**config.mk**
```make
export PLATFORM = sky130hd
export DESIGN_NAME = wb_spi_slave_flat
export DESIGN_NICKNAME = d
export VERILOG_FILES = /design/src/rtl/wb_spi_slave_pkg.sv /design/src/rtl/wb_spi_slave_if.sv /design/src/rtl/wb_spi_slave_sync_edge.sv /design/src/rtl/wb_spi_slave.sv /design/src/flat_wrapper.sv
export SDC_FILE = /design/constraint.sdc
export NUM_CORES = 1
export LEC_CHECK = 0
export BUFFER_PORTS_ARGS = -buffer_cell sky130_fd_sc_hd__buf_2
export CAP_MARGIN = 10
export CELL_PAD_IN_SITES_DETAIL_PLACEMENT = 0
export CELL_PAD_IN_SITES_GLOBAL_PLACEMENT = 1
export CORE_MARGIN = 4
export CORE_UTILIZATION = 31
export CTS_CLUSTER_SIZE = 20
export DETAILED_ROUTE_END_ITERATION = 8
export GPL_TIMING_DRIVEN = 0
export PLACE_DENSITY = 0.81
export SLEW_MARGIN = 10
export SYNTH_ARGS = -nofsm -noshare
export SYNTH_HDL_FRONTEND = slang
export SYNTH_HIERARCHICAL = 1
export SYNTH_SLANG_ARGS = --single-unit
```
**constraint.sdc**
```tcl
create_clock -name clk -period 1.8 [get_ports clk]
set_input_delay 0.18 -clock clk [delete_from_list [all_inputs] [get_ports clk]]
set_output_delay 0.18 -clock clk [all_outputs]
set_load 0.005 [all_outputs]
```
**src/rtl/wb_spi_slave_pkg.sv**
```systemverilog
// Shared constants for the Wishbone SPI target: register offsets and bit positions
// within the STATUS and CTRL registers.
package wb_spi_slave_pkg;

    // Register offsets, decoded from wb_adr_i[3:2]
    localparam logic [1:0] REG_RXDATA = 2'd0;
    localparam logic [1:0] REG_TXDATA = 2'd1;
    localparam logic [1:0] REG_STATUS = 2'd2;
    localparam logic [1:0] REG_CTRL   = 2'd3;

    // STATUS bit indices
    localparam int ST_RXV  = 0;
    localparam int ST_TXE  = 1;
    localparam int ST_BUSY = 2;
    localparam int ST_OVR  = 3;

    // CTRL bit indices
    localparam int CT_RXIE  = 0;
    localparam int CT_TXEIE = 1;

endpackage

```
**src/rtl/wb_spi_slave_if.sv**
```systemverilog
// Wishbone slave-port bundle for the SPI target (32-bit data, byte addressing).
interface wb_spi_slave_if;
    logic [31:0] wb_adr_i;
    logic [31:0] wb_dat_i;
    logic [31:0] wb_dat_o;
    logic        wb_stb_i;
    logic        wb_cyc_i;
    logic        wb_we_i;
    logic [3:0]  wb_sel_i;
    logic        wb_ack_o;

    modport slave  (input  wb_adr_i, wb_dat_i, wb_stb_i, wb_cyc_i, wb_we_i, wb_sel_i,
                    output wb_dat_o, wb_ack_o);
    modport master (output wb_adr_i, wb_dat_i, wb_stb_i, wb_cyc_i, wb_we_i, wb_sel_i,
                    input  wb_dat_o, wb_ack_o);
endinterface

```
**src/rtl/wb_spi_slave_sync_edge.sv**
```systemverilog
// Multi-flop synchroniser for an asynchronous input, with single-cycle rise/fall
// pulses derived from the synchronised level (one extra flop of history).
module wb_spi_slave_sync_edge #(
    parameter int   STAGES  = 2,
    parameter logic RST_VAL = 1'b0
) (
    input  logic clk,
    input  logic reset,
    input  logic i_async,
    output logic o_level,
    output logic o_rise,
    output logic o_fall
);
    logic [STAGES-1:0] r_sync;
    logic              r_prev;

    // Shift the raw input through the chain and remember the last synchronised value
    always_ff @(posedge clk or posedge reset) begin
        if (reset) begin
            r_sync <= {STAGES{RST_VAL}};
            r_prev <= RST_VAL;
        end else begin
            r_sync <= {r_sync[STAGES-2:0], i_async};
            r_prev <= r_sync[STAGES-1];
        end
    end

    assign o_level = r_sync[STAGES-1];
    assign o_rise  = o_level & ~r_prev;
    assign o_fall  = ~o_level & r_prev;
endmodule

```
**src/rtl/wb_spi_slave.sv**
```systemverilog
// Wishbone-mapped SPI target, mode 0, MSB first, 8-bit frames. The external SCK is
// oversampled by the system clock; all SPI activity is driven by synchronised edges.
module wb_spi_slave
    import wb_spi_slave_pkg::*;
#(
    parameter logic [7:0] DUMMY_BYTE  = 8'hFF,
    parameter int         SYNC_STAGES = 2
) (
    input  logic               clk,
    input  logic               reset,
    wb_spi_slave_if.slave      bus,
    output logic               intr,
    input  logic               spi_sck,
    input  logic               spi_mosi,
    input  logic               spi_cs_n,
    output logic               spi_miso,
    output logic               spi_miso_oe
);
    logic                   w_sck_rise, w_sck_fall, w_unused_sck_lvl;
    logic                   w_cs_lvl, w_cs_rise, w_cs_fall;
    logic [SYNC_STAGES-1:0] r_mosi_sync;

    logic        r_ack;
    logic [31:0] r_dat_o, w_rdata;
    logic [7:0]  r_rx_data, r_tx_buf, r_tx_shreg;
    logic [6:0]  r_rx_shreg;
    logic [2:0]  r_bit_cnt;
    logic        r_rx_valid, r_overrun, r_tx_full, r_rx_ie, r_txe_ie, r_intr, r_miso_oe;
    logic        w_rx_valid_nxt, w_overrun_nxt, w_tx_full_nxt, w_rx_ie_nxt, w_txe_ie_nxt;
    logic        w_rx_store;

    wb_spi_slave_sync_edge #(.STAGES(SYNC_STAGES), .RST_VAL(1'b0)) u_sck (
        .clk(clk), .reset(reset), .i_async(spi_sck),
        .o_level(w_unused_sck_lvl), .o_rise(w_sck_rise), .o_fall(w_sck_fall));

    wb_spi_slave_sync_edge #(.STAGES(SYNC_STAGES), .RST_VAL(1'b1)) u_cs (
        .clk(clk), .reset(reset), .i_async(spi_cs_n),
        .o_level(w_cs_lvl), .o_rise(w_cs_rise), .o_fall(w_cs_fall));

    // MOSI needs no edge detection, only the same latency as SCK
    always_ff @(posedge clk or posedge reset) begin
        if (reset) r_mosi_sync <= '0;
        else       r_mosi_sync <= {r_mosi_sync[SYNC_STAGES-2:0], spi_mosi};
    end

    wire       w_unused = &{1'b0, bus.wb_sel_i, bus.wb_adr_i[31:4], bus.wb_adr_i[1:0],
                            bus.wb_dat_i[31:8]};
    wire [1:0] w_adr    = bus.wb_adr_i[3:2];
    wire       w_req    = bus.wb_stb_i & bus.wb_cyc_i & ~r_ack;
    wire       w_rd_rx  = w_req & ~bus.wb_we_i & (w_adr == REG_RXDATA);
    wire       w_wr_tx  = w_req &  bus.wb_we_i & (w_adr == REG_TXDATA);
    wire       w_wr_st  = w_req &  bus.wb_we_i & (w_adr == REG_STATUS);
    wire       w_wr_ct  = w_req &  bus.wb_we_i & (w_adr == REG_CTRL);

    wire       w_rise_act  = w_sck_rise & ~w_cs_lvl;
    wire       w_fall_act  = w_sck_fall & ~w_cs_lvl;
    wire       w_byte_done = w_rise_act & (r_bit_cnt == 3'd7);
    wire       w_reload    = w_cs_fall | (w_fall_act & (r_bit_cnt == 3'd0));
    wire [7:0] w_rx_byte   = {r_rx_shreg, r_mosi_sync[SYNC_STAGES-1]};

    // Next-state of the flags; a read on the completion cycle frees the slot for the new byte
    always_comb begin
        w_rx_valid_nxt = r_rx_valid;
        w_overrun_nxt  = r_overrun;
        w_tx_full_nxt  = r_tx_full;
        w_rx_store     = 1'b0;
        if (w_rd_rx) w_rx_valid_nxt = 1'b0;
        if (w_wr_st && bus.wb_dat_i[ST_OVR]) w_overrun_nxt = 1'b0;
        if (w_byte_done) begin
            if (!r_rx_valid || w_rd_rx) begin
                w_rx_store     = 1'b1;
                w_rx_valid_nxt = 1'b1;
            end else begin
                w_overrun_nxt  = 1'b1;
            end
        end
        // Reload consumes the old buffer; a same-cycle write refills it for the next byte
        if (w_reload) w_tx_full_nxt = 1'b0;
        if (w_wr_tx)  w_tx_full_nxt = 1'b1;
        w_rx_ie_nxt  = w_wr_ct ? bus.wb_dat_i[CT_RXIE]  : r_rx_ie;
        w_txe_ie_nxt = w_wr_ct ? bus.wb_dat_i[CT_TXEIE] : r_txe_ie;
    end

    // Register read mux
    always_comb begin
        w_rdata = '0;
        case (w_adr)
            REG_RXDATA: w_rdata[7:0] = r_rx_data;
            REG_TXDATA: w_rdata[7:0] = r_tx_buf;
            REG_STATUS: begin
                w_rdata[ST_OVR]  = r_overrun;
                w_rdata[ST_BUSY] = ~w_cs_lvl;
                w_rdata[ST_TXE]  = ~r_tx_full;
                w_rdata[ST_RXV]  = r_rx_valid;
            end
            default: begin
                w_rdata[CT_RXIE]  = r_rx_ie;
                w_rdata[CT_TXEIE] = r_txe_ie;
            end
        endcase
    end

    // Single-cycle ack with data captured at the request edge
    always_ff @(posedge clk or posedge reset) begin
        if (reset) begin
            r_ack   <= 1'b0;
            r_dat_o <= '0;
        end else begin
            r_ack   <= w_req;
            r_dat_o <= w_req ? w_rdata : 32'h0;
        end
    end

    // Register file, flags and the interrupt (tracks the flags' new values)
    always_ff @(posedge clk or posedge reset) begin
        if (reset) begin
            r_rx_data  <= '0;
            r_tx_buf   <= '0;
            r_rx_valid <= 1'b0;
            r_overrun  <= 1'b0;
            r_tx_full  <= 1'b0;
            r_rx_ie    <= 1'b0;
            r_txe_ie   <= 1'b0;
            r_intr     <= 1'b0;
        end else begin
            r_rx_valid <= w_rx_valid_nxt;
            r_overrun  <= w_overrun_nxt;
            r_tx_full  <= w_tx_full_nxt;
            r_rx_ie    <= w_rx_ie_nxt;
            r_txe_ie   <= w_txe_ie_nxt;
            r_intr     <= (w_rx_ie_nxt & w_rx_valid_nxt) | (w_txe_ie_nxt & ~w_tx_full_nxt);
            if (w_rx_store) r_rx_data <= w_rx_byte;
            if (w_wr_tx)    r_tx_buf  <= bus.wb_dat_i[7:0];
        end
    end

    // SPI shift/count datapath
    always_ff @(posedge clk or posedge reset) begin
        if (reset) begin
            r_bit_cnt  <= '0;
            r_rx_shreg <= '0;
            r_tx_shreg <= '0;
            r_miso_oe  <= 1'b0;
        end else begin
            if (w_cs_fall) begin
                r_bit_cnt <= '0;
                r_miso_oe <= 1'b1;
            end else if (w_cs_rise) begin
                r_bit_cnt <= '0;
                r_miso_oe <= 1'b0;
            end else if (w_rise_act) begin
                r_rx_shreg <= w_rx_byte[6:0];
                r_bit_cnt  <= r_bit_cnt + 3'd1;
            end
            if (w_reload)        r_tx_shreg <= r_tx_full ? r_tx_buf : DUMMY_BYTE;
            else if (w_fall_act) r_tx_shreg <= {r_tx_shreg[6:0], 1'b0};
        end
    end

    assign bus.wb_ack_o = r_ack;
    assign bus.wb_dat_o = r_dat_o;
    assign intr         = r_intr;
    assign spi_miso_oe  = r_miso_oe;
    assign spi_miso     = r_miso_oe ? r_tx_shreg[7] : 1'b1;
endmodule

```
**src/flat_wrapper.sv**
```systemverilog
// flat-port wrapper written by rule: the top's interface ports become plain ports
module wb_spi_slave_flat import wb_spi_slave_pkg::*;
#(
    parameter logic [7:0] DUMMY_BYTE  = 8'hFF,
    parameter int         SYNC_STAGES = 2
)
  (clk, reset, intr, spi_sck, spi_mosi, spi_cs_n, spi_miso, spi_miso_oe, bus_wb_adr_i, bus_wb_dat_i, bus_wb_stb_i, bus_wb_cyc_i, bus_wb_we_i, bus_wb_sel_i, bus_wb_dat_o, bus_wb_ack_o);
  wb_spi_slave_if bus_i ();
  input  logic clk;
  input  logic reset;
  output logic intr;
  input  logic spi_sck;
  input  logic spi_mosi;
  input  logic spi_cs_n;
  output logic spi_miso;
  output logic spi_miso_oe;
  input wire logic [$bits(bus_i.wb_adr_i)-1:0] bus_wb_adr_i;
  input wire logic [$bits(bus_i.wb_dat_i)-1:0] bus_wb_dat_i;
  input wire logic [$bits(bus_i.wb_stb_i)-1:0] bus_wb_stb_i;
  input wire logic [$bits(bus_i.wb_cyc_i)-1:0] bus_wb_cyc_i;
  input wire logic [$bits(bus_i.wb_we_i)-1:0] bus_wb_we_i;
  input wire logic [$bits(bus_i.wb_sel_i)-1:0] bus_wb_sel_i;
  output wire logic [$bits(bus_i.wb_dat_o)-1:0] bus_wb_dat_o;
  output wire logic [$bits(bus_i.wb_ack_o)-1:0] bus_wb_ack_o;
  assign bus_i.wb_adr_i = bus_wb_adr_i;
  assign bus_i.wb_dat_i = bus_wb_dat_i;
  assign bus_i.wb_stb_i = bus_wb_stb_i;
  assign bus_i.wb_cyc_i = bus_wb_cyc_i;
  assign bus_i.wb_we_i = bus_wb_we_i;
  assign bus_i.wb_sel_i = bus_wb_sel_i;
  assign bus_wb_dat_o = bus_i.wb_dat_o;
  assign bus_wb_ack_o = bus_i.wb_ack_o;
  wb_spi_slave #(.DUMMY_BYTE(DUMMY_BYTE), .SYNC_STAGES(SYNC_STAGES)) u_core (.clk(clk), .reset(reset), .bus(bus_i), .intr(intr), .spi_sck(spi_sck), .spi_mosi(spi_mosi), .spi_cs_n(spi_cs_n), .spi_miso(spi_miso), .spi_miso_oe(spi_miso_oe));
endmodule
```
==> summary.txt <==
VDD IR max: 0.407 mV
Starting Density: 31.7%
Crit Path Max Fanout: 8
H-tree levels: 3
CTS buffer count: 9
Tot Pwr: 3.05 mW
Slew Viols, Final: 0
Post-DP HPWL: 3610 um
Most used DFF post-synth: dfrtp_1
synthesis-to-layout area growth: 25.2%
Initial DRC Count: 37
CTS sink count: 58
WL final: 4800 um
Sw Pwr: 0.782 mW
vias in the first global route: 1,631
RSZ-0062 raised after global routing: true
Worst EP required: 2.01 ns
final hold viol count: 0
Hold WC Path Type: primary input to flip-flop
Ys Warns: 6
Synth area leader: dfrtp_1
initial antenna violation count: 0
MaxCap Viol Count: 0
top cells by area, synth: dfrtp_1, mux2_2, buf_4
Reg clk slew, reported paths: 0.06 ns
nets: 366
cells after synthesis: 215
Final setup viols: 0
all-layer global routing usage: 10.4%
HP Start: bus_wb_dat_i[6]
Power per Cell Area: 934 nW/um^2
Site Rows: 33
worst r2r src: u_core/bus.wb_ack_o
PortBufs: 29
status: finished, final reports clean
clock latency on the worst-skew pair: 0.33 ns
sequential power share: 52.5%
Setup WS post-layout: 0.0663 ns
Post-synth ARST share: 100%
clk root buf: clkbuf_8
first drt pass iteration count: 4
Via Count: 1,657
Routability Congestion: 0.809
DRC: 0
DIE AREA: 9940 sq um
most frequent cells in the layout: dfrtp_1, buf_4, buf_2
Final period util: 96.3%
GRT overflow: 0
Avg Inst Size Synth: 12.1 sq um
remaining antenna violation count: 0
number of synthesized flops with an enable pin: 0
Critical Path End Type: flip-flop
setup TNS: 0 ns
Int Pwr: 2.27 mW
Util after Layout: 39.7%
Die X: 99.7 um
startpoint type of the worst setup path: flip-flop
Max Clk Rate: 577 MHz
Via density: 4.17
Seq/Total Area, Yosys: 55.8%
worst-case clock buffer depth: 2
register bit total from synthesis: 58
Die Ht: 99.7 um
CP arrival: 1.94 ns
critical path class: flip-flop to flip-flop
Clk pwr share: 32.9%
Sw Ratio: 25.6%
Leak Pwr: 1.64 nW
I/O pins: 112
Clock Skew: 0.00585 ns
cell area after synthesis: 2610 sq um
most common cell after layout, fill and taps aside: dfrtp_1
Setup WS pre-CTS: -0.234 ns
Yosys cell types: 36
drt wl/cell: 12.1 um
CORE AREA: 8220 sq um
ant diodes: 0
share of the synthesized area in the top cell type: 52.8%
first-pass GRT wire length: 7910 um
pin count of the biggest net entering global routing: 40
crit path from: u_core/bus.wb_ack_o
combinational power share: 14.6%
CTS tree: yes
crit path time final: 1.73 ns
fraction of layout cells with a size suffix above 1: 39.0%
==> power by group through the flow <==
stage | clock network (mW) | registers, mW | logic, mW
floorplan | 0 | 1.59 | 0.321
global placement | 0 | 1.62 | 0.405
detailed placement | 0 | 1.63 | 0.424
CTS | 1.04 | 1.60 | 0.432
global route | 1.11 | 1.63 | 0.497
finish | 1.00 | 1.60 | 0.445
==> registers in the layout (all words and copies together) (netlist names), 2 cells and up <==
signal / count
u_core/u_cs/r_sync: 2
u_core/u_sck/r_sync: 2
u_core/r_rx_data: 8
u_core/r_bit_cnt: 3
u_core/r_rx_shreg: 7
u_core/bus.wb_dat_o: 8
u_core/r_tx_shreg: 8
u_core/r_tx_buf: 8
u_core/r_mosi_sync: 2
==> final timing paths <==
path / to / slack, ns / depth (start not counted)
max: u_core/r_rx_data[5] / 0.07 / 6
min: u_core/r_tx_buf[6] / 0.08 / 2
max reg2reg: u_core/r_rx_data[5] / 0.07 / 6
min reg2reg: u_core/u_sck/r_sync[1] / 0.35 / 0
max in group asynchronous: u_core/r_tx_shreg[0] / 0.92 / 4
min in group asynchronous: u_core/u_sck/r_sync[1] / 0.28 / 3
==> synthesized netlist by cell type (2+ instances only) <==
cell       n
o21ai_0    3
nor3b_1    7
mux2_2    24
clkbuf_1   2
nor2_1    19
ha_1       3
buf_4     25
dfstp_2    3
dfrtp_1   55
mux2i_1    7
nand2_1   12
inv_1     10
mux4_1     2
and2b_2    2
nand3_1    2
o31ai_1    7
buf_2      3
nor2b_1    6
nor3_1     3
a21oi_1    4
==> layer usage <==
metal | vias up | GRT usage, % | wire length [um]
li1 | 820 | - | -
met4 | 0 | 5.67 | 102
met5 | - | 0 | 0
met2 | 36 | 16.9 | 2420
met3 | 8 | 3.23 | 235
met1 | 793 | 12.1 | 2040
==> stage by stage <==
step | area (sq um) | instances | hold slack [ns]
finish | 3260 | 397 | 0.0829
global route | 3260 | 397 | 0.0762
CTS | 3200 | 392 | 0.0618
detailed placement | 3000 | 373 | 0.0784
global placement | 2980 | 372 | 0.0643
floorplan | 2700 | 238 | -0.0664
==> area by class of cell <==
type | instances | area (sq um)
clock inverters | 3 | 15.0
plain buffers | 29 | 220
well taps | 105 | 131
flip-flops and latches | 58 | 1460
repair buffers | 40 | 250
inverters | 11 | 41.3
multi-input cells | 138 | 1000
fillers | 795 | 4950
clock buffers | 13 | 149
==> cells by family after synthesis <==
| logic type | count (synthesis) | synth area share (%) |
|---|---|---|
| xor gates and xnor gates | 1 | 0.336 |
| AOI/OAI and AO/OA | 19 | 5.37 |
| muxes | 33 | 15.1 |
| adders and majority gates | 3 | 1.44 |
| other | 1 | 0.144 |
| and+or+nand+nor | 58 | 11.8 |
| buffers and inverters | 42 | 10.1 |
| DFF | 58 | 55.8 |
==> worst max-delay path: stages (launching register included) <==
cell,delay [ns]
dfrtp_1,0.39
nand4bb_4,0.20
buf_6,0.14
o31ai_4,0.24
and2b_1,0.17
buf_6,0.13
mux2_2,0.34
==> what timing repair did <==
action                     in CTS  in global routing
setup endpoints to repair      17                 16
setup buffers                   0                  6
pin swaps                       0                  2
resized for setup               2                  5
hold buffers                    4                  0
hold endpoints to repair       22                  0
Power figures use the tool's default switching activity.
